`config.mk`:
```
export PLATFORM = sky130hd
export DESIGN_NAME = cbd_stream
export DESIGN_NICKNAME = d
export VERILOG_FILES = /design/src/rtl/cbd_stream.sv
export SDC_FILE = /design/constraint.sdc
export NUM_CORES = 1
export LEC_CHECK = 0
export CAP_MARGIN = 20
export CELL_PAD_IN_SITES_DETAIL_PLACEMENT = 0
export CELL_PAD_IN_SITES_GLOBAL_PLACEMENT = 1
export CORE_ASPECT_RATIO = 1.75
export CORE_MARGIN = 4
export CORE_UTILIZATION = 44
export CTS_CLUSTER_SIZE = 25
export DETAILED_ROUTE_END_ITERATION = 8
export PLACE_DENSITY = 0.86
export SYNTH_ARGS = -nofsm -noshare
export SYNTH_HDL_FRONTEND = slang
export SYNTH_SLANG_ARGS = --single-unit
```
`constraint.sdc`:
```
create_clock -name i_clk -period 3.5 [get_ports i_clk]
set_input_delay 1.05 -clock i_clk [delete_from_list [all_inputs] [get_ports i_clk]]
set_output_delay 1.05 -clock i_clk [all_outputs]
set_load 0.02 [all_outputs]
```
`src/rtl/cbd_stream.sv`:
```
// -----------------------------------------------------------------------------
// cbd_stream
// Streaming centered-binomial-distribution sampler for the Kyber noise path.
// PRF bytes arrive over a valid/ready input stream, are collected LSB-first in
// a bit buffer, and are turned into OUT_N coefficients per output beat, each
// already reduced mod q = 3329. eta (2 or 3) is chosen per polynomial.
//
// Ports
//   i_clk, i_rst        : clock, synchronous active-high reset
//   i_start, i_eta      : start one polynomial (IDLE only); i_eta==3 -> eta=3
//   i_data/i_valid      : PRF input beat, byte 0 first in the stream
//   o_ready             : input beat accepted when i_valid && o_ready
//   o_coeffs/o_valid    : output beat, coefficient m in [12m+11:12m]
//   i_ready             : output beat consumed when o_valid && i_ready
//   o_last              : with the beat carrying coefficient 255
//   o_busy              : high while a polynomial is in progress
// -----------------------------------------------------------------------------
module cbd_stream #(
    parameter int IN_BYTES = 8,
    parameter int OUT_N    = 4
) (
    input  logic                    i_clk,
    input  logic                    i_rst,
    input  logic                    i_start,
    input  logic [1:0]              i_eta,
    input  logic [IN_BYTES*8-1:0]   i_data,
    input  logic                    i_valid,
    output logic                    o_ready,
    output logic [OUT_N*12-1:0]     o_coeffs,
    output logic                    o_valid,
    input  logic                    i_ready,
    output logic                    o_last,
    output logic                    o_busy
);

    localparam int IW    = IN_BYTES * 8;
    localparam int BW    = 2 * IW;
    localparam int CW    = $clog2(BW + 1);
    localparam int NEED2 = 4 * OUT_N;
    localparam int NEED3 = 6 * OUT_N;

    typedef enum logic {
        ST_IDLE = 1'b0,
        ST_RUN  = 1'b1
    } state_t;

    // One CBD coefficient from a 2*eta-bit slice (eta=2 uses r[3:0] only).
    // The 3-bit two's complement difference is sign-extended to 12 bits and
    // q is added back for negative values, so the 4096 wrap cancels out.
    function automatic logic [11:0] cbd_coeff(input logic [5:0] r, input logic eta3);
        logic [2:0] a;
        logic [2:0] b;
        logic [2:0] d;
        if (eta3) begin
            a = {2'b00, r[0]} + {2'b00, r[1]} + {2'b00, r[2]};
            b = {2'b00, r[3]} + {2'b00, r[4]} + {2'b00, r[5]};
        end else begin
            a = {2'b00, r[0]} + {2'b00, r[1]};
            b = {2'b00, r[2]} + {2'b00, r[3]};
        end
        d = a - b;
        return {{9{d[2]}}, d} + (d[2] ? 12'd3329 : 12'd0);
    endfunction

    state_t                 state_q;
    logic                   eta3_q;
    logic [7:0]             bytes_left_q;
    logic [8:0]             coeff_cnt_q;
    logic [BW-1:0]          buf_q;
    logic [CW-1:0]          cnt_q;
    logic                   valid_q;
    logic                   last_q;
    logic [OUT_N*12-1:0]    coeffs_q;

    logic                   run_s;
    logic [CW-1:0]          need_s;
    logic                   ready_s;
    logic                   accept_s;
    logic                   drain_s;
    logic                   form_s;
    logic                   last_s;
    logic [BW-1:0]          shifted_s;
    logic [CW-1:0]          cnt_after_s;
    logic [BW-1:0]          buf_d;
    logic [CW-1:0]          cnt_d;
    logic [OUT_N*12-1:0]    coeffs_d;

    // Handshake and beat-formation decisions, all from start-of-cycle state.
    always_comb begin
        run_s    = (state_q == ST_RUN);
        need_s   = eta3_q ? CW'(NEED3) : CW'(NEED2);
        ready_s  = run_s && (bytes_left_q != 8'd0) && (cnt_q <= CW'(IW));
        accept_s = ready_s && i_valid;
        drain_s  = valid_q && i_ready;
        form_s   = run_s && (!valid_q || i_ready) && (cnt_q >= need_s)
                   && (coeff_cnt_q != 9'd256);
        last_s   = (({1'b0, coeff_cnt_q} + 10'(OUT_N)) == 10'd256);
    end

    // Bit buffer next state: shift out the consumed bits first, then append
    // the new beat directly above whatever remains.
    always_comb begin
        shifted_s   = buf_q;
        cnt_after_s = cnt_q;
        if (form_s) begin
            if (eta3_q) begin
                shifted_s = buf_q >> NEED3;
            end else begin
                shifted_s = buf_q >> NEED2;
            end
            cnt_after_s = cnt_q - need_s;
        end else begin
            shifted_s   = buf_q;
            cnt_after_s = cnt_q;
        end
        if (accept_s) begin
            buf_d = shifted_s | ({{IW{1'b0}}, i_data} << cnt_after_s);
            cnt_d = cnt_after_s + CW'(IW);
        end else begin
            buf_d = shifted_s;
            cnt_d = cnt_after_s;
        end
    end

    // Coefficients of the beat that would be formed from the buffer bottom.
    always_comb begin
        coeffs_d = '0;
        for (int m = 0; m < OUT_N; m++) begin
            if (eta3_q) begin
                coeffs_d[12*m +: 12] = cbd_coeff(buf_q[6*m +: 6], 1'b1);
            end else begin
                coeffs_d[12*m +: 12] = cbd_coeff({2'b00, buf_q[4*m +: 4]}, 1'b0);
            end
        end
    end

    // Control FSM, counters, bit buffer and registered output beat.
    always_ff @(posedge i_clk) begin
        if (i_rst) begin
            state_q      <= ST_IDLE;
            eta3_q       <= 1'b0;
            bytes_left_q <= 8'd0;
            coeff_cnt_q  <= 9'd0;
            buf_q        <= '0;
            cnt_q        <= '0;
            valid_q      <= 1'b0;
            last_q       <= 1'b0;
            coeffs_q     <= '0;
        end else begin
            case (state_q)
                ST_IDLE: begin
                    if (i_start) begin
                        state_q      <= ST_RUN;
                        eta3_q       <= (i_eta == 2'd3);
                        bytes_left_q <= (i_eta == 2'd3) ? 8'd192 : 8'd128;
                        coeff_cnt_q  <= 9'd0;
                        buf_q        <= '0;
                        cnt_q        <= '0;
                    end
                    valid_q <= 1'b0;
                    last_q  <= 1'b0;
                end
                ST_RUN: begin
                    buf_q <= buf_d;
                    cnt_q <= cnt_d;
                    if (accept_s) begin
                        bytes_left_q <= bytes_left_q - 8'(IN_BYTES);
                    end
                    if (form_s) begin
                        coeff_cnt_q <= coeff_cnt_q + 9'(OUT_N);
                        valid_q     <= 1'b1;
                        coeffs_q    <= coeffs_d;
                        last_q      <= last_s;
                    end else if (drain_s) begin
                        valid_q <= 1'b0;
                        last_q  <= 1'b0;
                    end
                    // Last beat leaves the output register: polynomial done.
                    if (drain_s && last_q) begin
                        state_q <= ST_IDLE;
                    end
                end
                default: begin
                    state_q <= ST_IDLE;
                end
            endcase
        end
    end

    assign o_ready  = ready_s;
    assign o_busy   = run_s;
    assign o_valid  = valid_q;
    assign o_last   = last_q;
    assign o_coeffs = coeffs_q;

endmodule

```
==> flow_summary.ini <==
[place]
dpl.hpwl_mm = 41.0
gp_congestion = 0.990
place_inst = 2286
numPortBuffers = 118

[sta]
period_share_pct = 95.0
finClkSkew_ns = 0.0141
slew_viol_final = 0
hold_violations = 0
period_needed_ns = 3.33
fmax_mhz = 301
tightestPinTransition_ns = 0.930
setup_violations = 0
timing.hold.ws_ns = 0.456
maxSlewHeadroom_pct = 38.0

[die]
core_area_um2 = 30700
die_w_um = 141
rows = 85
dieHeight_um = 241
ios = 123
initial_core_util_pct = 44.6
die-area_um2 = 34100

[synth]
syn_inst = 1705
ys_ff_latch = 181
synth-seq-area-share_pct = 26.4
synth.avg_cell_area_um2 = 8.04
yosys_warnings = 0
ys_types = 76
synth_edf_count = 0
synthArstFlopShare_pct = 0
synth_area_um2 = 13700
synth_flop_cell = dfxtp_1

[global_route]
grt_max_degree = 127
antenna_found_initial = 0
grt_first_pass_wirelength_mm = 83.1
overflow = 0
track_usage_pct = 31.6
grt_pass1_vias = 14400

[clock_tree]
h-tree-depth = 4
clockRootBuffer = clkbuf_16
clockBufferDepth = 2
cts_hold_repair.buffers = 0
clock_sinks = 181
numCtsBuffers = 17
path_clk_slew_ns = 0.07
clk_latency_ns = 0.46
cts_tree = done

[setup_path]
crit_path_max_fanout = 13
startpoint_type = flop
cp.required_ns = 3.84
end_kind = flop
cp.arrival_ns = 3.66
crit_type = flop to flop

[power_and_ir_drop]
p_sw_mw = 1.81
leakage_nw = 6.64
p_clk_share_pct = 35.6
powerDensity_nw_per_um2 = 322
vdd_ir_drop_max_uv = 356
p_comb_share_pct = 25.6
switching_share_pct = 32.4
p_seq_share_pct = 38.8
internal_power_mw = 3.79

[final_layout]
syn2layout_area_growth_pct = 26.9
final_common_cell = nand2_1
final_cell_mix = 218 x nand2_1, 193 x buf_4, 180 x mux2i_1
final_cells = 2321
drive_gt1_share_pct = 17.4
nets = 2072
antenna_cells = 0

[routing]
avgRoutedWirePerCell_um = 23.7
drtIter0Drc = 1238
wirelength_mm = 55.1
drc = 0
drtAntennaViolNets = 0
viasPerCell = 6.32
drt_pass1_iterations = 6
vias = 14700

[hold_path]
hold_path_class = flop to flop

[status]
status = completed

[run]
drv_cap = 0
[through the flow]
| stage | power, mW | worst slack (ns) | instance area [um2] | utilization [%] | TNS [ns] |
|---|---|---|---|---|---|
| 2_1_floorplan | 2.95 | 0.342 | 13700 | - | 0 |
| 3_3_place_gp | 3.59 | -0.519 | 16700 | 54.2 | -35.24 |
| 3_5_place_dp | 3.61 | -0.535 | 16700 | 54.2 | -35.43 |
| 4_1_cts | 5.59 | 0.0161 | 17300 | 56.2 | 0 |
| 5_1_grt | 5.80 | -0.0205 | 17400 | 56.6 | -0.0282 |
| 6_report | 5.60 | 0.173 | 17400 | 56.6 | 0 |
[registers in the layout, indices dropped and copies added (netlist names)]
signal and flops:
eta3_q 1, cnt_q 5, bytes_left_q 5, o_busy 1
buf_q 128, o_coeffs 32, o_last 1, o_valid 1
coeff_cnt_q 7
[logic make-up (layout without fill, tap and decap cells)]
group           count (synthesis)  count (layout)  share of synthesized area (%)
mux                           214             214                           16.0
fa+ha+maj                      84              84                           8.55
buf+inv                       207             429                           6.97
xor+xnor                        8               8                          0.566
simple gates                  500             500                           16.1
other cells                     1               4                         0.0274
flops                         181             181                           26.4
compound gates                510             510                           25.3
[Yosys cell counts (all sizes together), types with 6 or more instances]
library cell	n	area [um2]
ha	68	851
a22oi	45	343
o22ai	41	257
dfxtp	181	3620
clkbuf	83	312
o2bb2ai	14	123
o221a	8	90.1
fa	16	320
xnor2	7	68.8
a211oi	55	423
or3	6	47.5
nand3	45	238
mux2	27	304
mux2i	187	1890
a221oi	25	225
o31ai	10	75.1
nor3	23	148
nor2	158	606
nor3b	9	67.6
nand2	221	832
and3	13	86.3
a31oi	11	68.8
o21ai	106	534
buf	67	429
o211ai	16	120
nand3b	6	45.0
a311o	7	70.1
a21oi	112	572
a222oi	34	340
inv	56	210
[final cells by class]
type	instances	area, um2
sequential	181	3630
timing repair buffer	340	3230
multi-input combinational	1320	9240
clock inverter	14	150
clock buffer	18	439
inverter	57	214
tap	391	489
fill	2902	13400
[timing repair]
action | 4_1_cts | 5_1_grt
setup endpoints to repair | 4 | 29
pin swaps | 1 | 4
gates resized for setup | 2 | 17
setup buffers | 0 | 3
gates cloned | 0 | 1
[power by group through the flow]
| stage | registers (mW) | logic [mW] | clock network, mW |
|---|---|---|---|
| final | 2.17 | 1.43 | 1.99 |
| after CTS | 2.17 | 1.40 | 2.02 |
| after detailed placement | 2.22 | 1.39 | 0 |
| after floorplan | 2.20 | 0.744 | 0 |
| after global routing | 2.18 | 1.55 | 2.08 |
| after global placement | 2.22 | 1.37 | 0 |
[layer usage]
layer | track usage, % | part of all wire (%)
met1 | 35.5 | 37
met2 | 54.6 | 48
met3 | 4.35 | 6.8
met4 | 23.0 | 8.4
met5 | 0 | 0
[final timing paths]
| kind | slack [ns] | from | endpoint | depth (start not counted) |
|---|---|---|---|---|
| worst max register to register | 0.17 | cnt_q[3] | buf_q[49] | 13 |
| worst min register to register | 0.46 | o_coeffs[14] | o_coeffs[14] | 2 |
| worst max-delay path | 0.17 | cnt_q[3] | buf_q[49] | 13 |
| worst min-delay path | 0.46 | o_coeffs[14] | o_coeffs[14] | 2 |
[critical path, cell delays in order, from the launching register on]
cell,delay [ns]
dfxtp_1,0.45
inv_1,0.15
ha_1,0.35
nor2b_1,0.07
o21a_1,0.28
or3_4,0.47
a21oi_4,0.19
buf_12,0.13
buf_12,0.16
nand2_2,0.17
buf_4,0.18
o211ai_1,0.33
buf_4,0.19
o22ai_1,0.06
Note: power is estimated with default switching activity, not from simulation.
